<file path="src/rtl/btn_pkg.sv">
// Shared types and default timing for the push-button conditioning block.
package btn_pkg;

    typedef enum logic [1:0] {IDLE, CHK_HI, HELD, CHK_LO} btn_state_t;

    localparam int CLK_HZ      = 100_000_000;
    localparam int DEBOUNCE_MS = 10;

    // Default debounce window in clock cycles (10 ms at 100 MHz).
    localparam int DEFAULT_STABLE = (CLK_HZ / 1000) * DEBOUNCE_MS;

endpackage

</file>
<file path="src/rtl/btn_conditioner_if.sv">
// Button channel bundle: raw pad in, debounced level and press/release pulses out.
interface btn_conditioner_if #(
    parameter int W = 1
);
    logic [W-1:0] btn;
    logic [W-1:0] level;
    logic [W-1:0] press;
    logic [W-1:0] rel;

    modport master (output btn, input level, press, rel);
    modport slave  (input btn, output level, press, rel);
endinterface

</file>
<file path="src/rtl/btn_channel.sv">
// One button channel: 2-flop synchroniser, debounce FSM and stability counter.
// Auto-repeat of press pulses is built when BTN_CONDITIONER_AUTOREPEAT_EN is defined.
module btn_channel
    import btn_pkg::*;
#(
    parameter int STABLE_CYCLES = DEFAULT_STABLE,
    parameter int CNT_W         = $clog2(STABLE_CYCLES + 1)
`ifdef BTN_CONDITIONER_AUTOREPEAT_EN
    ,
    parameter int REPEAT_DELAY  = 50_000_000,
    parameter int REPEAT_PERIOD = 10_000_000
`endif
) (
    input  logic               clk_i,
    input  logic               rst_i,
    btn_conditioner_if.slave   ch
);

    localparam logic [CNT_W-1:0] C_LAST = CNT_W'(STABLE_CYCLES - 1);

    logic             r_sync_p0, r_sync_p1;
    btn_state_t       r_state, w_state_nxt;
    logic [CNT_W-1:0] r_cnt, w_cnt_nxt;
    logic             r_level, w_level_nxt;
    logic             r_press, w_press_nxt;
    logic             r_rel, w_rel_nxt;
    logic             w_s;

`ifdef BTN_CONDITIONER_AUTOREPEAT_EN
    localparam int RMAX   = (REPEAT_DELAY > REPEAT_PERIOD) ? REPEAT_DELAY : REPEAT_PERIOD;
    localparam int RCNT_W = $clog2(RMAX + 1);
    localparam logic [RCNT_W-1:0] R_DLY_LAST = RCNT_W'(REPEAT_DELAY - 1);
    localparam logic [RCNT_W-1:0] R_PER_LAST = RCNT_W'(REPEAT_PERIOD - 1);

    logic [RCNT_W-1:0] r_rcnt, w_rcnt_nxt;
    logic              r_rep_phase, w_rep_phase_nxt;
    logic [RCNT_W-1:0] w_rep_last;

    assign w_rep_last = r_rep_phase ? R_PER_LAST : R_DLY_LAST;
`endif

    assign w_s = r_sync_p1;

    always_comb begin
        w_state_nxt = r_state;
        w_cnt_nxt   = r_cnt;
        w_level_nxt = r_level;
        w_press_nxt = 1'b0;
        w_rel_nxt   = 1'b0;
`ifdef BTN_CONDITIONER_AUTOREPEAT_EN
        w_rcnt_nxt      = r_rcnt;
        w_rep_phase_nxt = r_rep_phase;
`endif
        case (r_state)
            IDLE: begin
                if (w_s) begin
                    if (STABLE_CYCLES == 1) begin
                        w_state_nxt = HELD;
                        w_level_nxt = 1'b1;
                        w_press_nxt = 1'b1;
                    end else begin
                        w_state_nxt = CHK_HI;
                        w_cnt_nxt   = CNT_W'(1);
                    end
                end
            end
            CHK_HI: begin
                if (!w_s) begin
                    w_state_nxt = IDLE;
                    w_cnt_nxt   = '0;
                end else if (r_cnt == C_LAST) begin
                    w_state_nxt = HELD;
                    w_cnt_nxt   = '0;
                    w_level_nxt = 1'b1;
                    w_press_nxt = 1'b1;
                end else begin
                    w_cnt_nxt   = r_cnt + 1'b1;
                end
            end
            HELD: begin
                if (!w_s) begin
                    if (STABLE_CYCLES == 1) begin
                        w_state_nxt = IDLE;
                        w_level_nxt = 1'b0;
                        w_rel_nxt   = 1'b1;
                    end else begin
                        w_state_nxt = CHK_LO;
                        w_cnt_nxt   = CNT_W'(1);
                    end
`ifdef BTN_CONDITIONER_AUTOREPEAT_EN
                end else if (r_rcnt == w_rep_last) begin
                    w_press_nxt     = 1'b1;
                    w_rcnt_nxt      = '0;
                    w_rep_phase_nxt = 1'b1;
                end else begin
                    w_rcnt_nxt      = r_rcnt + 1'b1;
`endif
                end
            end
            CHK_LO: begin
                if (w_s) begin
                    w_state_nxt = HELD;
                    w_cnt_nxt   = '0;
                end else if (r_cnt == C_LAST) begin
                    w_state_nxt = IDLE;
                    w_cnt_nxt   = '0;
                    w_level_nxt = 1'b0;
                    w_rel_nxt   = 1'b1;
                end else begin
                    w_cnt_nxt   = r_cnt + 1'b1;
                end
            end
            default: begin
                w_state_nxt = IDLE;
                w_cnt_nxt   = '0;
                w_level_nxt = 1'b0;
            end
        endcase
`ifdef BTN_CONDITIONER_AUTOREPEAT_EN
        // Repeat timing survives a brief dip into CHK_LO but restarts on any fresh press.
        if (w_state_nxt == IDLE || w_state_nxt == CHK_HI) begin
            w_rcnt_nxt      = '0;
            w_rep_phase_nxt = 1'b0;
        end
`endif
    end

    // Stage p0/p1: pad synchroniser; FSM state and registered outputs follow.
    always_ff @(posedge clk_i or negedge rst_i) begin
        if (!rst_i) begin
            r_sync_p0 <= 1'b0;
            r_sync_p1 <= 1'b0;
            r_state   <= IDLE;
            r_cnt     <= '0;
            r_level   <= 1'b0;
            r_press   <= 1'b0;
            r_rel     <= 1'b0;
`ifdef BTN_CONDITIONER_AUTOREPEAT_EN
            r_rcnt      <= '0;
            r_rep_phase <= 1'b0;
`endif
        end else begin
            r_sync_p0 <= ch.btn;
            r_sync_p1 <= r_sync_p0;
            r_state   <= w_state_nxt;
            r_cnt     <= w_cnt_nxt;
            r_level   <= w_level_nxt;
            r_press   <= w_press_nxt;
            r_rel     <= w_rel_nxt;
`ifdef BTN_CONDITIONER_AUTOREPEAT_EN
            r_rcnt      <= w_rcnt_nxt;
            r_rep_phase <= w_rep_phase_nxt;
`endif
        end
    end

    assign ch.level = r_level;
    assign ch.press = r_press;
    assign ch.rel   = r_rel;

endmodule

</file>
<file path="src/rtl/btn_conditioner.sv">
// N independent debounced button channels with level and press/release pulses.
// Optional auto-repeat: define BTN_CONDITIONER_AUTOREPEAT_EN.
module btn_conditioner
    import btn_pkg::*;
#(
    parameter int N             = 5,
    parameter int STABLE_CYCLES = DEFAULT_STABLE,
    parameter int CNT_W         = $clog2(STABLE_CYCLES + 1),
    parameter int REPEAT_DELAY  = 50_000_000,
    parameter int REPEAT_PERIOD = 10_000_000
) (
    input  logic         clk_i,
    input  logic         rst_i,
    input  logic [N-1:0] btn_i,
    output logic [N-1:0] level_o,
    output logic [N-1:0] press_o,
    output logic [N-1:0] release_o
);

    if (STABLE_CYCLES < 1 || REPEAT_DELAY < 1 || REPEAT_PERIOD < 1) begin : g_bad_param
        $error("btn_conditioner: timing parameters must be >= 1");
    end

    for (genvar g = 0; g < N; g++) begin : g_ch
        btn_conditioner_if #(.W(1)) u_if ();

        assign u_if.btn     = btn_i[g];
        assign level_o[g]   = u_if.level;
        assign press_o[g]   = u_if.press;
        assign release_o[g] = u_if.rel;

        btn_channel #(
            .STABLE_CYCLES (STABLE_CYCLES),
            .CNT_W         (CNT_W)
`ifdef BTN_CONDITIONER_AUTOREPEAT_EN
            ,
            .REPEAT_DELAY  (REPEAT_DELAY),
            .REPEAT_PERIOD (REPEAT_PERIOD)
`endif
        ) u_ch (
            .clk_i (clk_i),
            .rst_i (rst_i),
            .ch    (u_if.slave)
        );
    end

endmodule

</file>
<file path="config.mk">
export PLATFORM = sky130hd
export DESIGN_NAME = btn_conditioner
export DESIGN_NICKNAME = d
export VERILOG_FILES = /design/src/rtl/btn_pkg.sv /design/src/rtl/btn_conditioner_if.sv /design/src/rtl/btn_channel.sv /design/src/rtl/btn_conditioner.sv
export SDC_FILE = /design/constraint.sdc
export NUM_CORES = 1
export LEC_CHECK = 0
export ABC_AREA = 1
export BUFFER_PORTS_ARGS = -buffer_cell sky130_fd_sc_hd__buf_2
export CORE_ASPECT_RATIO = 1.75
export CORE_MARGIN = 2
export CORE_UTILIZATION = 30
export CTS_CLUSTER_SIZE = 25
export DETAILED_ROUTE_END_ITERATION = 12
export GPL_TIMING_DRIVEN = 0
export HOLD_SLACK_MARGIN = 0.12
export PLACE_DENSITY_LB_ADDON = 0.3
export SLEW_MARGIN = 20
export SYNTH_ARGS = -nofsm -noshare
export SYNTH_HDL_FRONTEND = slang
export SYNTH_SLANG_ARGS = --single-unit
</file>
<file path="constraint.sdc">
create_clock -name clk_i -period 2.9 [get_ports clk_i]
set_input_delay 0.58 -clock clk_i [delete_from_list [all_inputs] [get_ports clk_i]]
set_output_delay 0.58 -clock clk_i [all_outputs]
set_load 0.02 [all_outputs]
</file>
== After elaboration in Yosys (flattened, before gate mapping) ==
Cells that the tools add are included.

* Register bits after elaboration: 135
* Bits of input ports: 7
* Logic and storage cells: 240

* $add $sub $neg: 5
* Eq/ne operators: 60
* Muxes and demuxes: 115
* Reductions and logical operators: 25

{| class="wikitable"
|+ Operators by type and width
! operator !! number
|-
| $mux 20 || 25
|-
| $pmux 20 s4 || 5
|-
| $add 20x1->20 const B || 5
|-
| $eq 20x20->1 const B || 5
|-
| $mux 2 || 30
|-
| $mux 1 || 45
|-
| $ne 2x1->1 const B || 20
|-
| $pmux 2 s4 || 5
|-
| $reduce_and 5->1 || 5
|-
| $eq 2x2->1 const B || 10
|-
| $ne 2x2->1 const B || 10
|-
| $reduce_and 4->1 || 5
|-
| $ne 3x1->1 const B || 5
|-
| $ne 3x3->1 const B || 5
|-
| $eq 2x1->1 const B || 5
|-
| $logic_not 2->1 || 5
|-
| $pmux 1 s2 || 5
|-
| $reduce_and 2->1 || 5
|-
| $reduce_bool 2->1 || 5
|}

== Longest topological paths before layout ==
* Depth after elaboration: 4
* Gate-level depth with buffers: 11
* Mapped depth without buffers: 10

== Hierarchy ==
A second synthesis with hierarchy kept.

* Cell total of the unflattened synthesis: 1050
* Area, all modules: 8111.5 µm²

{| class="wikitable"
|+ By module, submodules not included
! module !! instances !! cells each !! area an instance (µm²)
|-
| btn_channel (g_ch[1].u_ch ...) || 3 || 210 || 1650.3
|-
| btn_channel (g_ch[0].u_ch) || 1 || 207 || 1539.0
|-
| btn_channel (g_ch[4].u_ch) || 1 || 198 || 1508.9
|-
| btn_conditioner || 1 || 15 || 112.6
|}

== Least setup slack after synthesis ==
Ideal clock, no wire load.

* Kind: register -> register
* From: reg g_ch[3].u_ch.r_cnt[0]
* To: reg g_ch[3].u_ch.r_cnt[18]
* Arrival time: 1.424 ns
* Data required time: 2.783 ns
* Path slack: 1.359 ns
* Cell stages (with the launch flop): 10
* Clock period less this slack: 1.541 ns
* Path through: dfrtp_1 -> ha_1 -> nand3_2 -> nor3_4 -> nand3_4 -> nand2_4 -> inv_4 -> buf_8 -> nand3_2 -> nand2_1

* Word-level cells in the longest chain between the ends: 4

{| class="wikitable"
|+ Ends and longest elaborated chain
! what !! RTL line !! source
|-
| start, declared || btn_channel.sv:23 || <nowiki>logic [CNT_W-1:0] r_cnt, w_cnt_nxt;</nowiki>
|-
| start signal, assigned || btn_channel.sv:146 || <nowiki>r_cnt <= w_cnt_nxt;</nowiki>
|-
| $add 20x1->20 / $eq 20x20->1 (equally long branches) || -- ||
|-
| $mux 20 * || btn_channel.sv:71, btn_channel.sv:104 ||
|-
| $mux 20 (on tied branches) || btn_channel.sv:101, btn_channel.sv:68 ||
|-
| $pmux 20 s4 * || btn_channel.sv:54 || <nowiki>case (r_state)</nowiki>
|}

Mark *: on every way between the ends. The rest lies on a longest branch, timed or not.
A chain may end at the register's enable or synchronous reset.

== Worst setup path after layout ==
* From: reg g_ch[3].u_ch.r_cnt[0]
* To: reg g_ch[3].u_ch.r_cnt[17]

Same word-level chain as after synthesis.

==> metrics.txt <==
number of different library cells in the post-synthesis netlist 33; Top-Level Pins 22; area of the mapped netlist 7652 um^2; Avg Synthesized Cell Area 7.274 um^2; Setup WS pre-CTS approximately 1.1 ns; FMAX 551.4 MHz; cell count after synthesis roughly 1.1k; die width 124.7 um; area added between synthesis and finish 15.06%; data arrival time of the critical path between 2 and 2.5 ns; via count 6632; number of warnings issued by yosys 0; DR pass1 iterations 5; fin crit share 0.6253; kind of start point of the critical path register; number of DRC violations after detailed-routing iteration 0 roughly 290; core region area 25150 um^2; required time at the worst-slack endpoint around 3.2 ns; leakage power roughly 0.004 uW; total setup violations reported at the end of the flow 0; wire length of the first global-routing pass 31150 um; pin count of the biggest net entering global routing 90; power density relative to cell area 566.3 nW/um^2; Main synth FF type sky130_fd_sc_hd__dfrtp_1; run status finished, final reports clean; count of H-tree levels built during CTS 4; summed negative setup slack over all endpoints 0 ns; post-synthesis register bit count between 100 and 150; Worst Tran Pin Value 0.4846 ns; Post-CTS Setup Repair Bufs 0; DIE AREA 26850 um^2; Post-synth EDFFs 0; min cycle time layout between 1.5 and 2 ns; clock buffer depth 2; final weighted congestion of routability-driven global placement 0.8654; quantity of I/O buffers inserted on ports 21; clk sinks 135; vias in the first global route approximately 6.5k; clk_lat worst skew 0.44 ns; number of antenna violations at the first check in global routing 0; master cell of the clock root buffer sky130_fd_sc_hd__clkbuf_16; Post-Route WL 18020 um; Max Slew Vio Count 0; Detail Route Antenna Nets 0; fraction of layout instances using a drive strength above 1 0.1048; core utilization of the finished layout 0.3502; number of instances resized during post-cts repair 0; fraction of registers with async set/reset 1.000; unrepaired setup endpoints after global routing no; Filler Cells Inserted 2635; final-report hold violation count 0; TritonCTS clock tree yes; vias per std cell 4.661; hold buffer count at CTS 1; class of the most critical setup path reg -> reg; total chip power 4986 uW; number of antenna cells inserted 0; y dimension of the die 215.3 um; fraction of the yosys area taken by sequential cells 0.4415; largest clock skew in the final design 0.008279 ns; Sequential Area around 3400 um^2; max cap viols 0; VDD IR max 439.6 uV; element type at the critical path end register; final routed wire length divided by cell count 12.66 um; count of standard-cell rows 77; final worst-path setup slack approximately 1.1 ns; remaining global-route overflow 0; net count after synthesis 1064; TritonCTS Buffers 17; Final #Nets 1106; path type of the worst min-delay path in -> reg; Slew HR 0.6770; effective utilization at floorplan 0.3043; tightest hold margin 0.2375 ns; worst-path maximum fanout 10; placed wire-length estimate 13400 um; DRC 0; Multi-input gate area between 3000 and 4000 um^2; clock transition at the registers of the reported paths 0.06 ns; aggregate global-route resource usage 0.1430
## worst max-delay path, stage by stage, from the launching register on
cell and delay [ns]:
sky130_fd_sc_hd__dfrtp_1 0.38, sky130_fd_sc_hd__ha_1 0.27, sky130_fd_sc_hd__nand3_2 0.16, sky130_fd_sc_hd__nor3_4 0.29
sky130_fd_sc_hd__nand3_4 0.15, sky130_fd_sc_hd__nand2_4 0.14, sky130_fd_sc_hd__inv_4 0.05, sky130_fd_sc_hd__buf_8 0.14
sky130_fd_sc_hd__nand2_1 0.07, sky130_fd_sc_hd__nand2_1 0.04
## registers in the layout (all words and copies together), names as in the netlist, named ones only
| signal | cells |
|---|---|
| g_ch.u_ch.r_state | 5 |
| g_ch.u_ch.r_sync_p0 | 5 |
| g_ch.u_ch.ch.rel | 5 |
| g_ch.u_ch.r_sync_p1 | 5 |
| g_ch.u_ch.ch.level | 5 |
| g_ch.u_ch.r_cnt | 100 |
| g_ch.u_ch.ch.press | 5 |
## cell type report
class | count | area share
inverter | 127 | 0.05443
sequential | 135 | 0.3837
tap | 316 | 0.04491
clock buffer | 18 | 0.04874
multi-input combinational | 769 | 0.4131
buffer | 21 | 0.01791
timing repair buffer | 23 | 0.01734
clock inverter | 14 | 0.01989
## layout by cell type, fill, tap and decap left out, types with 2 or more instances in the layout
cell type / count
sky130_fd_sc_hd__mux2_2: 2
sky130_fd_sc_hd__nor2_4: 3
sky130_fd_sc_hd__o22ai_1: 14
sky130_fd_sc_hd__or2_2: 2
sky130_fd_sc_hd__clkinvlp_4: 3
sky130_fd_sc_hd__buf_4: 17
sky130_fd_sc_hd__nor2_1: 166
sky130_fd_sc_hd__nor2_2: 9
sky130_fd_sc_hd__nand3b_1: 6
sky130_fd_sc_hd__dfrtp_1: 135
sky130_fd_sc_hd__buf_8: 2
sky130_fd_sc_hd__nand2_4: 2
sky130_fd_sc_hd__clkinv_2: 2
sky130_fd_sc_hd__inv_2: 5
sky130_fd_sc_hd__nand4_1: 27
sky130_fd_sc_hd__inv_1: 121
sky130_fd_sc_hd__ha_1: 5
sky130_fd_sc_hd__xor2_1: 27
sky130_fd_sc_hd__nand2_2: 3
sky130_fd_sc_hd__bufinv_16: 3
sky130_fd_sc_hd__clkbuf_16: 17
sky130_fd_sc_hd__buf_2: 23
sky130_fd_sc_hd__o21ai_0: 42
sky130_fd_sc_hd__clkinv_4: 3
sky130_fd_sc_hd__inv_6: 3
sky130_fd_sc_hd__nand3_1: 87
sky130_fd_sc_hd__nand3_2: 13
sky130_fd_sc_hd__a21oi_1: 10
sky130_fd_sc_hd__xnor2_1: 5
sky130_fd_sc_hd__o21bai_1: 6
sky130_fd_sc_hd__nand2_1: 321
sky130_fd_sc_hd__nor3_1: 13
## per-stage QoR
| step | cells | area, um^2 |
|---|---|---|
| final | 1423 | 8805 |
| after global routing | 1423 | 8805 |
| after detailed placement | 1390 | 8190 |
| after CTS | 1423 | 8805 |
| after floorplan | 1052 | 7652 |
| after global placement | 1389 | 8153 |
## power by group
part | total (uW) | switching (uW) | internal, uW
logic | 626 | 439 | 187
clock network | 2250 | 892 | 1360
registers | 2110 | 119 | 1990
total | 4990 | 1450 | 3540
## metal layers
| metal | vias up | GRT usage | wire length [um] |
|---|---|---|---|
| met3 | 39 | 0.02639 | 347 |
| li1 | 3412 | - | - |
| met4 | 0 | 0.08165 | 648 |
| met2 | 74 | 0.2668 | 9868 |
| met5 | - | 0 | 0 |
| met1 | 3107 | 0.1479 | 7152 |
## Yosys cell counts (3+ instances only)
library cell | instances | area share
sky130_fd_sc_hd__ha_1 | 5 | 0.0082
sky130_fd_sc_hd__buf_4 | 17 | 0.017
sky130_fd_sc_hd__nand3_2 | 13 | 0.017
sky130_fd_sc_hd__buf_2 | 3 | 0.0020
sky130_fd_sc_hd__xor2_1 | 27 | 0.031
sky130_fd_sc_hd__a21oi_1 | 10 | 0.0065
sky130_fd_sc_hd__nor2_4 | 3 | 0.0044
sky130_fd_sc_hd__nor2_1 | 166 | 0.081
sky130_fd_sc_hd__dfrtp_1 | 135 | 0.44
sky130_fd_sc_hd__nand2_1 | 321 | 0.16
sky130_fd_sc_hd__o22ai_1 | 14 | 0.011
sky130_fd_sc_hd__nand3_1 | 87 | 0.057
sky130_fd_sc_hd__nand4_1 | 27 | 0.022
sky130_fd_sc_hd__nor3_1 | 13 | 0.0085
sky130_fd_sc_hd__inv_1 | 121 | 0.059
sky130_fd_sc_hd__nor2_2 | 9 | 0.0074
sky130_fd_sc_hd__xnor2_1 | 5 | 0.0057
sky130_fd_sc_hd__o21ai_0 | 42 | 0.027
sky130_fd_sc_hd__nand3b_1 | 6 | 0.0059
sky130_fd_sc_hd__o21bai_1 | 6 | 0.0059
sky130_fd_sc_hd__inv_2 | 5 | 0.0025
sky130_fd_sc_hd__nand2_2 | 3 | 0.0025
## logic make-up after synthesis
family | synth area share
buffers and inverters | 0.08322
AO/OA/AOI/OAI | 0.05428
adder cells (fa/ha/maj) | 0.008175
flip-flops | 0.4415
XOR/XNOR | 0.03663
multiplexers | 0.002943
AND/OR/NAND/NOR | 0.3733
## final timing paths
path	startpoint	endpoint	slack (ns)	cells after the start
setup reg to reg	g_ch[3].u_ch.r_cnt[0]	g_ch[3].u_ch.r_cnt[17]	1.09	9
max in group asynchronous	rst_i	g_ch[2].u_ch.r_cnt[13]	1.51	3
hold / removal	btn_i[1]	g_ch[1].u_ch.r_sync_p0	0.24	1
setup / recovery	g_ch[3].u_ch.r_cnt[0]	g_ch[3].u_ch.r_cnt[17]	1.09	9
hold reg to reg	g_ch[3].u_ch.r_sync_p0	g_ch[3].u_ch.r_sync_p1	0.35	0
min in group asynchronous	rst_i	g_ch[3].u_ch.r_sync_p0	0.61	2
Note: power is estimated with default switching activity, not from simulation.
